[src/rtl/reg_file_8x8_pkg.sv]
// Shared register-file constants and the write-back request type.
// The ALU and control unit reuse the same widths and reset value.
package reg_file_8x8_pkg;
  localparam int NREGS      = 8;
  localparam int REG_ADDR_W = 3;
  localparam int REG_DATA_W = 8;
  localparam int NUM_RD     = 2;
  localparam logic [REG_DATA_W-1:0] REG_RESET_VAL = 8'h00;
  // Behavioural model delays; the synthesizable RTL itself has zero delay.
  localparam int REG_RD_DLY = 2;
  localparam int REG_WR_DLY = 1;

  typedef struct packed {
    logic [REG_ADDR_W-1:0] addr;
    logic [REG_DATA_W-1:0] data;
  } wb_req_t;
endpackage

[src/rtl/reg_wb_buffer.sv]
// One-entry write-back buffer. It holds a write that arrived during a stall,
// drives its commit, and bypasses its data onto every read port.
module reg_wb_buffer
  import reg_file_8x8_pkg::*;
(
  input  logic                                   clk_i,
  input  logic                                   rst_n_i,
  input  logic                                   wr_i,
  input  logic                                   busy_i,
  input  wb_req_t                                req_i,
  input  logic [NUM_RD-1:0][REG_ADDR_W-1:0]      rd_addr_i,
  output logic                                   pending_o,
  output logic                                   commit_o,
  output wb_req_t                                commit_req_o,
  output logic [NUM_RD-1:0]                      hit_o,
  output logic [NUM_RD-1:0][REG_DATA_W-1:0]      hit_data_o
);
  logic    valid_q, valid_d;
  wb_req_t ent_q, ent_d;

  // A stalled write always wins the buffer; once the stall drops the entry drains.
  always_comb begin
    valid_d = valid_q;
    ent_d   = ent_q;
    if (wr_i && busy_i) begin
      valid_d = 1'b1;
      ent_d   = req_i;
    end else if (!busy_i) begin
      valid_d = 1'b0;
    end
  end

  always_ff @(posedge clk_i) begin
    if (!rst_n_i) begin
      valid_q <= 1'b0;
      ent_q   <= '0;
    end else begin
      valid_q <= valid_d;
      ent_q   <= ent_d;
    end
  end

  // Drop the buffered value when a direct write to the same register lands on the commit edge.
  assign commit_o     = valid_q && !busy_i && !(wr_i && (req_i.addr == ent_q.addr));
  assign commit_req_o = ent_q;
  assign pending_o    = valid_q;

  for (genvar p = 0; p < NUM_RD; p++) begin : g_byp
    assign hit_o[p]      = valid_q && (rd_addr_i[p] == ent_q.addr);
    assign hit_data_o[p] = ent_q.data;
  end
endmodule

[src/rtl/reg_file_8x8.sv]
// 8x8 register file: two combinational read ports, one write port with a
// stall-tolerant pending-write buffer bypassed onto the reads.
module reg_file_8x8
  import reg_file_8x8_pkg::*;
(
  input  logic                  CLK,
  input  logic                  RESET,
  input  logic [REG_DATA_W-1:0] IN,
  input  logic [REG_ADDR_W-1:0] INADDRESS,
  input  logic                  WRITE,
  input  logic                  BUSYWAIT,
  input  logic [REG_ADDR_W-1:0] OUT1ADDRESS,
  input  logic [REG_ADDR_W-1:0] OUT2ADDRESS,
  output logic [REG_DATA_W-1:0] OUT1,
  output logic [REG_DATA_W-1:0] OUT2,
  output logic                  PENDING
);
  logic [NREGS-1:0][REG_DATA_W-1:0]  regs_q, regs_d;
  logic [NUM_RD-1:0][REG_ADDR_W-1:0] rd_addr;
  logic [NUM_RD-1:0][REG_DATA_W-1:0] rd_data, hit_data;
  logic [NUM_RD-1:0]                 hit;
  logic                              commit;
  wb_req_t                           commit_req, req;

  assign req     = '{addr: INADDRESS, data: IN};
  assign rd_addr = {OUT2ADDRESS, OUT1ADDRESS};

  reg_wb_buffer u_wb (
    .clk_i        (CLK),
    .rst_n_i      (RESET),
    .wr_i         (WRITE),
    .busy_i       (BUSYWAIT),
    .req_i        (req),
    .rd_addr_i    (rd_addr),
    .pending_o    (PENDING),
    .commit_o     (commit),
    .commit_req_o (commit_req),
    .hit_o        (hit),
    .hit_data_o   (hit_data)
  );

  // Commit first, then the direct write, so a same-address direct write wins.
  always_comb begin
    regs_d = regs_q;
    if (commit)
      regs_d[commit_req.addr] = commit_req.data;
    if (WRITE && !BUSYWAIT)
      regs_d[INADDRESS] = IN;
  end

  always_ff @(posedge CLK) begin
    if (!RESET) regs_q <= {NREGS{REG_RESET_VAL}};
    else        regs_q <= regs_d;
  end

  for (genvar p = 0; p < NUM_RD; p++) begin : g_rd
    assign rd_data[p] = hit[p] ? hit_data[p] : regs_q[rd_addr[p]];
  end

  assign OUT1 = rd_data[0];
  assign OUT2 = rd_data[1];
endmodule

[config.mk]
export PLATFORM = sky130hd
export DESIGN_NAME = reg_file_8x8
export DESIGN_NICKNAME = d
export VERILOG_FILES = /design/src/rtl/reg_file_8x8_pkg.sv /design/src/rtl/reg_wb_buffer.sv /design/src/rtl/reg_file_8x8.sv
export SDC_FILE = /design/constraint.sdc
export NUM_CORES = 1
export LEC_CHECK = 0
export ABC_AREA = 0
export BUFFER_PORTS_ARGS = -buffer_cell sky130_fd_sc_hd__buf_4
export CAP_MARGIN = 15
export CORE_MARGIN = 2
export CORE_UTILIZATION = 50
export CTS_CLUSTER_DIAMETER = 100
export DETAILED_ROUTE_END_ITERATION = 7
export GPL_ROUTABILITY_DRIVEN = 0
export PLACE_DENSITY = 0.78
export SETUP_SLACK_MARGIN = 0.02
export SYNTH_ARGS = -nofsm -noshare
export SYNTH_HDL_FRONTEND = slang
export SYNTH_HIERARCHICAL = 1
export SYNTH_SLANG_ARGS = --single-unit
[constraint.sdc]
create_clock -name CLK -period 2.45 [get_ports CLK]
set_clock_uncertainty 0.1 [all_clocks]
set_input_delay 0 -clock CLK [delete_from_list [all_inputs] [get_ports CLK]]
set_output_delay 0 -clock CLK [all_outputs]
set_load 0.005 [all_outputs]
Word-level counts from Yosys, hierarchy flattened --
Cells that the tools add are included.
Storage, ports and cells: register bits after elaboration 76, bits in latches 0, memory bits (writable) 0, bits in read-only memories 0, input port bits 21, memories kept 0
Operators by class: $add $sub $neg 0, $mul 0, divide/modulo/power cells 0, magnitude comparators 6, equality and inequality tests 4, shift-type cells 0, mux-type cells 16, bitwise gates (word level) 0, reduce and logical (&&, ||, !) cells 11
Operators by type and width (number):
- $bwmux W64 | 2
- $mux W64 | 2
- $bmux W8 S3 | 2
- $demux W8 S3 | 2
- $mux W8 | 6
- $lt A3 B4 Y1 const B | 4
- $eq A3 B3 Y1 | 3
- $logic_and A1 B1 Y1 | 9
- $ge A3 B1 Y1 const B | 2
- $logic_not A1 Y1 | 2
- $mux W1 | 2
- $ne A2 B1 Y1 const B | 1

Depth between registers and ports, before layout --
depth in word-level cells 8, depth in mapped cells 7, mapped depth without buffers 5

Cells and area by module --
The synthesis kept the hierarchy.
Modules (own cells, without submodules):
- reg_file_8x8 | times used 1, cells an instance 482, area each 4510.6 um^2, sequential area each 1281.2 um^2
- reg_wb_buffer | times used 1, cells an instance 80, area each 770.7 um^2, sequential area each 240.2 um^2

Worst setup path after synthesis --
Ideal clock, no wire load.
path kind reg-to-reg, start register u_wb.ent_q, in the netlist u_wb/commit_req_o[8], end register regs_q[0] (netlist name), library setup time 146 ps, data arrival time 1734 ps, slack 469 ps, cell stages (with the launch flop) 7, path buffers 1, clock period less this slack 1981 ps, path through dfxtp_1 > xnor2_1 > a41oi_2 > nor4b_1 > clkbuf_2 > mux2i_1 > a211oi_2
Between the ends: elaborated cells between the ends (all ways) 13
RTL lines:
- from (decl) | line reg_wb_buffer.sv:19 | wb_req_t ent_q, ent_d;
- from (signal assigned) | line reg_wb_buffer.sv:39 | ent_q <= ent_d;
- $eq A3 B3 Y1 (*) | line reg_wb_buffer.sv:44 | assign commit_o = valid_q && !busy_i && !(wr_i && (req_i.addr == ent_q.addr));
- $logic_and A1 B1 Y1 (*) | line reg_wb_buffer.sv:44
- $logic_not A1 Y1 (*) | line reg_wb_buffer.sv:44
- $logic_and A1 B1 Y1 (*) | line reg_wb_buffer.sv:44
- via commit | line reg_file_8x8.sv:22 | logic commit;
- $mux W64 (*) | line reg_file_8x8.sv:45 | if (commit)
- $bwmux W64 | line reg_file_8x8.sv:48 | regs_d[INADDRESS] = IN;
- $mux W64 (*) | line reg_file_8x8.sv:47 | if (WRITE && !BUSYWAIT)
- to (signal assigned) | line reg_file_8x8.sv:52 | if (!RESET) regs_q <= {NREGS{REG_RESET_VAL}};
- to (signal assigned) | line reg_file_8x8.sv:53 | else regs_q <= regs_d;
- to (decl) | line reg_file_8x8.sv:18 | logic [NREGS-1:0][REG_DATA_W-1:0] regs_q, regs_d;
Mark *: on every way through the listed nets, which the timed path passes. The rest lies on a longest branch. A chain may end at the register's enable or synchronous reset.

Worst setup path in the final report --
start register u_wb.ent_q, in the netlist u_wb/commit_req_o[8], end output OUT1[7]
Between the ends: word-level cells in the longest chain between the ends 3
Ends and longest elaborated chain:
- $eq A3 B3 Y1 | line reg_wb_buffer.sv:49 | assign hit_o[p] = valid_q && (rd_addr_i[p] == ent_q.addr);
- $logic_and A1 B1 Y1 | line reg_wb_buffer.sv:49
- via hit[0] | line reg_file_8x8.sv:21 | logic [NUM_RD-1:0] hit;
- $mux W8 | line reg_file_8x8.sv:57 | assign rd_data[p] = hit[p] ? hit_data[p] : regs_q[rd_addr[p]];
- to (decl) | line reg_file_8x8.sv:14 | output logic [REG_DATA_W-1:0] OUT1,
The timed path passes the listed nets, and every way through them passes these cells.

==> metrics.md <==
| Metric | Value |
|---|---|
| Endpoints failing hold | 0 |
| CP max stage delay | 0.58 ns |
| Final min period | 2.36 ns |
| Final Non-Filler Cells | 686 |
| Root Driver | clkbuf_8 |
| Hold Path Class | in -> reg |
| Crit-path leading delay family | flip-flops |
| Dpl cells | 662 |
| Clock latency on the worst-skew pair | 0.36 ns |
| Layout area overhead | 7.60% |
| DIE AREA | 11,400 µm² |
| Crit path DAT | 2.26 ns |
| WL final | 16,500 µm |
| Per-cell routed wire length | 24.1 µm |
| Most common cell after layout, fill and taps aside | mux2i_1 |
| Post-synthesis area per instance | 9.40 µm² |
| Synth Instances | 562 |
| Drt pass-1 iters | 7 |
| Initial Util | 51.4% |
| Num CTS Buffers | 9 |
| Initial antenna violation count | 0 |
| Static Leak | 2.16 nW |
| Wire length of the first global-routing pass | 25,500 µm |
| Critical-path maximum fanout | 16 |
| Sw frac | 29.5% |
| H-tree depth | 3 |
| Largest net degree at the start of global routing | 65 |
| Final period util | 96.2% |
| ANT nets after route | 0 |
| # nets final | 566 |
| Critical path class | reg -> out |
| Critical path endpoint category | primary output |
| Die Height | 107 µm |
| Ant diodes | 0 |
| Fin Hold WS | 0.0105 ns |
| Yosys reg bits | 76 |
| Crit-path cells | xnor2_1, and4_1, o31ai_1, buf_4 |
| Setup TNS | 0 ns |
| VDD IR max | 0.269 mV |
| Slew Limit Fails | 0 |
| Iteration-0 DRC Markers | 411 |
| P_sw | 0.859 mW |
| CTS tree | yes |
| IO buf count | 37 |
| Comb pwr share | 16.4% |
| DRC | 0 |
| CTS max path bufs | 2 |
| Max Clk Rate | 0.424 GHz |
| Total power | 2.91 mW |
| Vias per inst | 6.84 |
| Fillcell total | 895 |
| RSZ-0062 raised after global routing | false |
| Core area | 10,300 µm² |
| Reg area | 1520 µm² |
| Synth unique cells | 38 |
| Die width | 107 µm |
| Most frequent cells in the layout | mux2i_1 (96), dfxtp_1 (76), nor3_1 (64), buf_4 (51) |
| Total grt overflow | 0 |
| Crit path buf inv count | 1 |
| Post-CTS Setup Bufs | 0 |
| Ports | 38 |
| Cell Pwr Density | 512 nW/µm² |
| Max-slew headroom | 52.7% |
| Vias in the first global route | 4,520 |
| Measured slew at the worst slew-check pin | 0.708 ns |
| Critical Path RT | 2.35 ns |
| Mapped cell area | 5280 µm² |
| Share of layout cells above drive strength 1 | 26.4% |
| Clk pwr share | 38.1% |
| Multi-input gate area | 3280 µm² |
| CP Launch Type | register |
| Post-synth net total | 583 |
| All-layer global routing usage | 29.3% |
| DR vias | 4,694 |
| CTS sink cnt | 76 |
| Final setup violation count | 0 |
| Max cap viols | 0 |
| Status | finished clean |
| Power Internal | 2.05 mW |
| Sequential fraction of the synthesis area | 28.8% |
| Sequential cell fraction of total power | 45.5% |
| Row count | 37 |
| Crit-path slowest cell | dfxtp_1 |
| Clock-pin slew on the worst setup and hold paths | 0.09 ns |
| Yosys warning count | 6 |
| DP HPWL | 10,800 µm |
-- worst min-delay path, stage by stage --
cell and delay (ns):
buf_4 0.17, nor3_1 0.19, a211oi_1 0.07
-- power groups by stage --
stage,logic [mW],clock network [mW],registers [mW]
after floorplan,0.322,0,1.32
after global placement,0.443,0,1.35
after detailed placement,0.451,0,1.35
after CTS,0.463,1.11,1.32
after global routing,0.498,1.16,1.33
final,0.478,1.11,1.32
-- synth_stat cells --
library cell / n / area (µm²)
xnor2_1: 9 / 78.8
a41oi_2: 1 / 16.3
buf_4: 22 / 165
buf_2: 13 / 65.1
and3_1: 7 / 43.8
nand2b_1: 5 / 31.3
a211oi_1: 32 / 240
a21boi_1: 9 / 67.6
nand4_1: 1 / 6.26
nand2_1: 19 / 71.3
o31ai_1: 16 / 120
a211oi_2: 32 / 400
a21boi_0: 2 / 15.0
buf_1: 16 / 60.1
o21a_1: 11 / 82.6
nor2b_1: 2 / 12.5
dfxtp_1: 76 / 1520
mux2_2: 32 / 360
and3_2: 4 / 30.0
nor2_1: 2 / 7.51
mux2i_1: 96 / 961
or2_2: 3 / 18.8
clkbuf_1: 28 / 105
a22o_1: 16 / 140
nand4b_1: 3 / 26.3
clkbuf_2: 3 / 15.0
or2_0: 1 / 6.26
nor4b_1: 1 / 8.76
or3b_1: 1 / 8.76
inv_2: 1 / 3.75
o22ai_1: 16 / 100
and4bb_2: 3 / 37.5
nand3b_1: 1 / 7.51
nor3_1: 64 / 320
and4_1: 2 / 17.5
or2_1: 5 / 31.3
buf_6: 6 / 67.6
o211a_1: 1 / 10.0
-- cell type report --
| type | count | area share, % |
|---|---|---|
| repair buffers | 60 | 8.50 |
| multi-input cells | 397 | 57.8 |
| inverters | 1 | 0.0661 |
| clock buffers | 9 | 2.18 |
| flip-flops and latches | 76 | 26.8 |
| well taps | 136 | 2.99 |
| clock inverters | 7 | 1.70 |
-- through the flow --
stage | util [%] | setup slack [ns] | instance area [µm²]
5_1_grt | 55.3 | 0.0493 | 5680
3_5_place_dp | 52.4 | 0.262 | 5380
2_1_floorplan | - | 0.469 | 5280
3_3_place_gp | 52.4 | 0.413 | 5380
4_1_cts | 55.3 | 0.243 | 5680
6_report | 55.3 | 0.0937 | 5680
-- worst paths after layout --
check | from | endpoint | slack (ns) | cells after the start
setup / recovery | u_wb/commit_req_o[8] | OUT1[7] | 0.09 | 4
hold / removal | IN[6] | regs_q[62] | 0.01 | 3
setup reg to reg | u_wb/commit_req_o[8] | regs_q[38] | 0.20 | 5
hold reg to reg | regs_q[35] | regs_q[35] | 0.48 | 2
-- flip-flops by register name, indices dropped and copies added (netlist names) --
| name | count |
|---|---|
| u_wb/commit_req_o | 11 |
| regs_q | 64 |
| u_wb/pending_o | 1 |
-- per-layer routing --
metal  global-route usage, %  routed length (µm)  vias to the layer above
li1                        -                   -                     2064
met4                    11.9                 622                        0
met5                       0                   0                        -
met2                    44.6                7340                      333
met1                    38.6                6520                     2231
met3                    9.00                2040                       66
-- repair_timing --
| item | 4_1_cts | 5_1_grt |
|---|---|---|
| resized for setup | 0 | 0 |
| hold endpoints to repair | 15 | 0 |
| hold buffers | 8 | 0 |
-- cell families after synthesis --
| logic type | share of synthesized area, % |
|---|---|
| AOI/OAI and AO/OA | 22.6 |
| buffers and inverters | 9.12 |
| and+or+nand+nor | 13.0 |
| xor gates and xnor gates | 1.49 |
| DFF | 28.8 |
| muxes | 25.0 |
No activity file was read; power rests on OpenSTA's default activity.
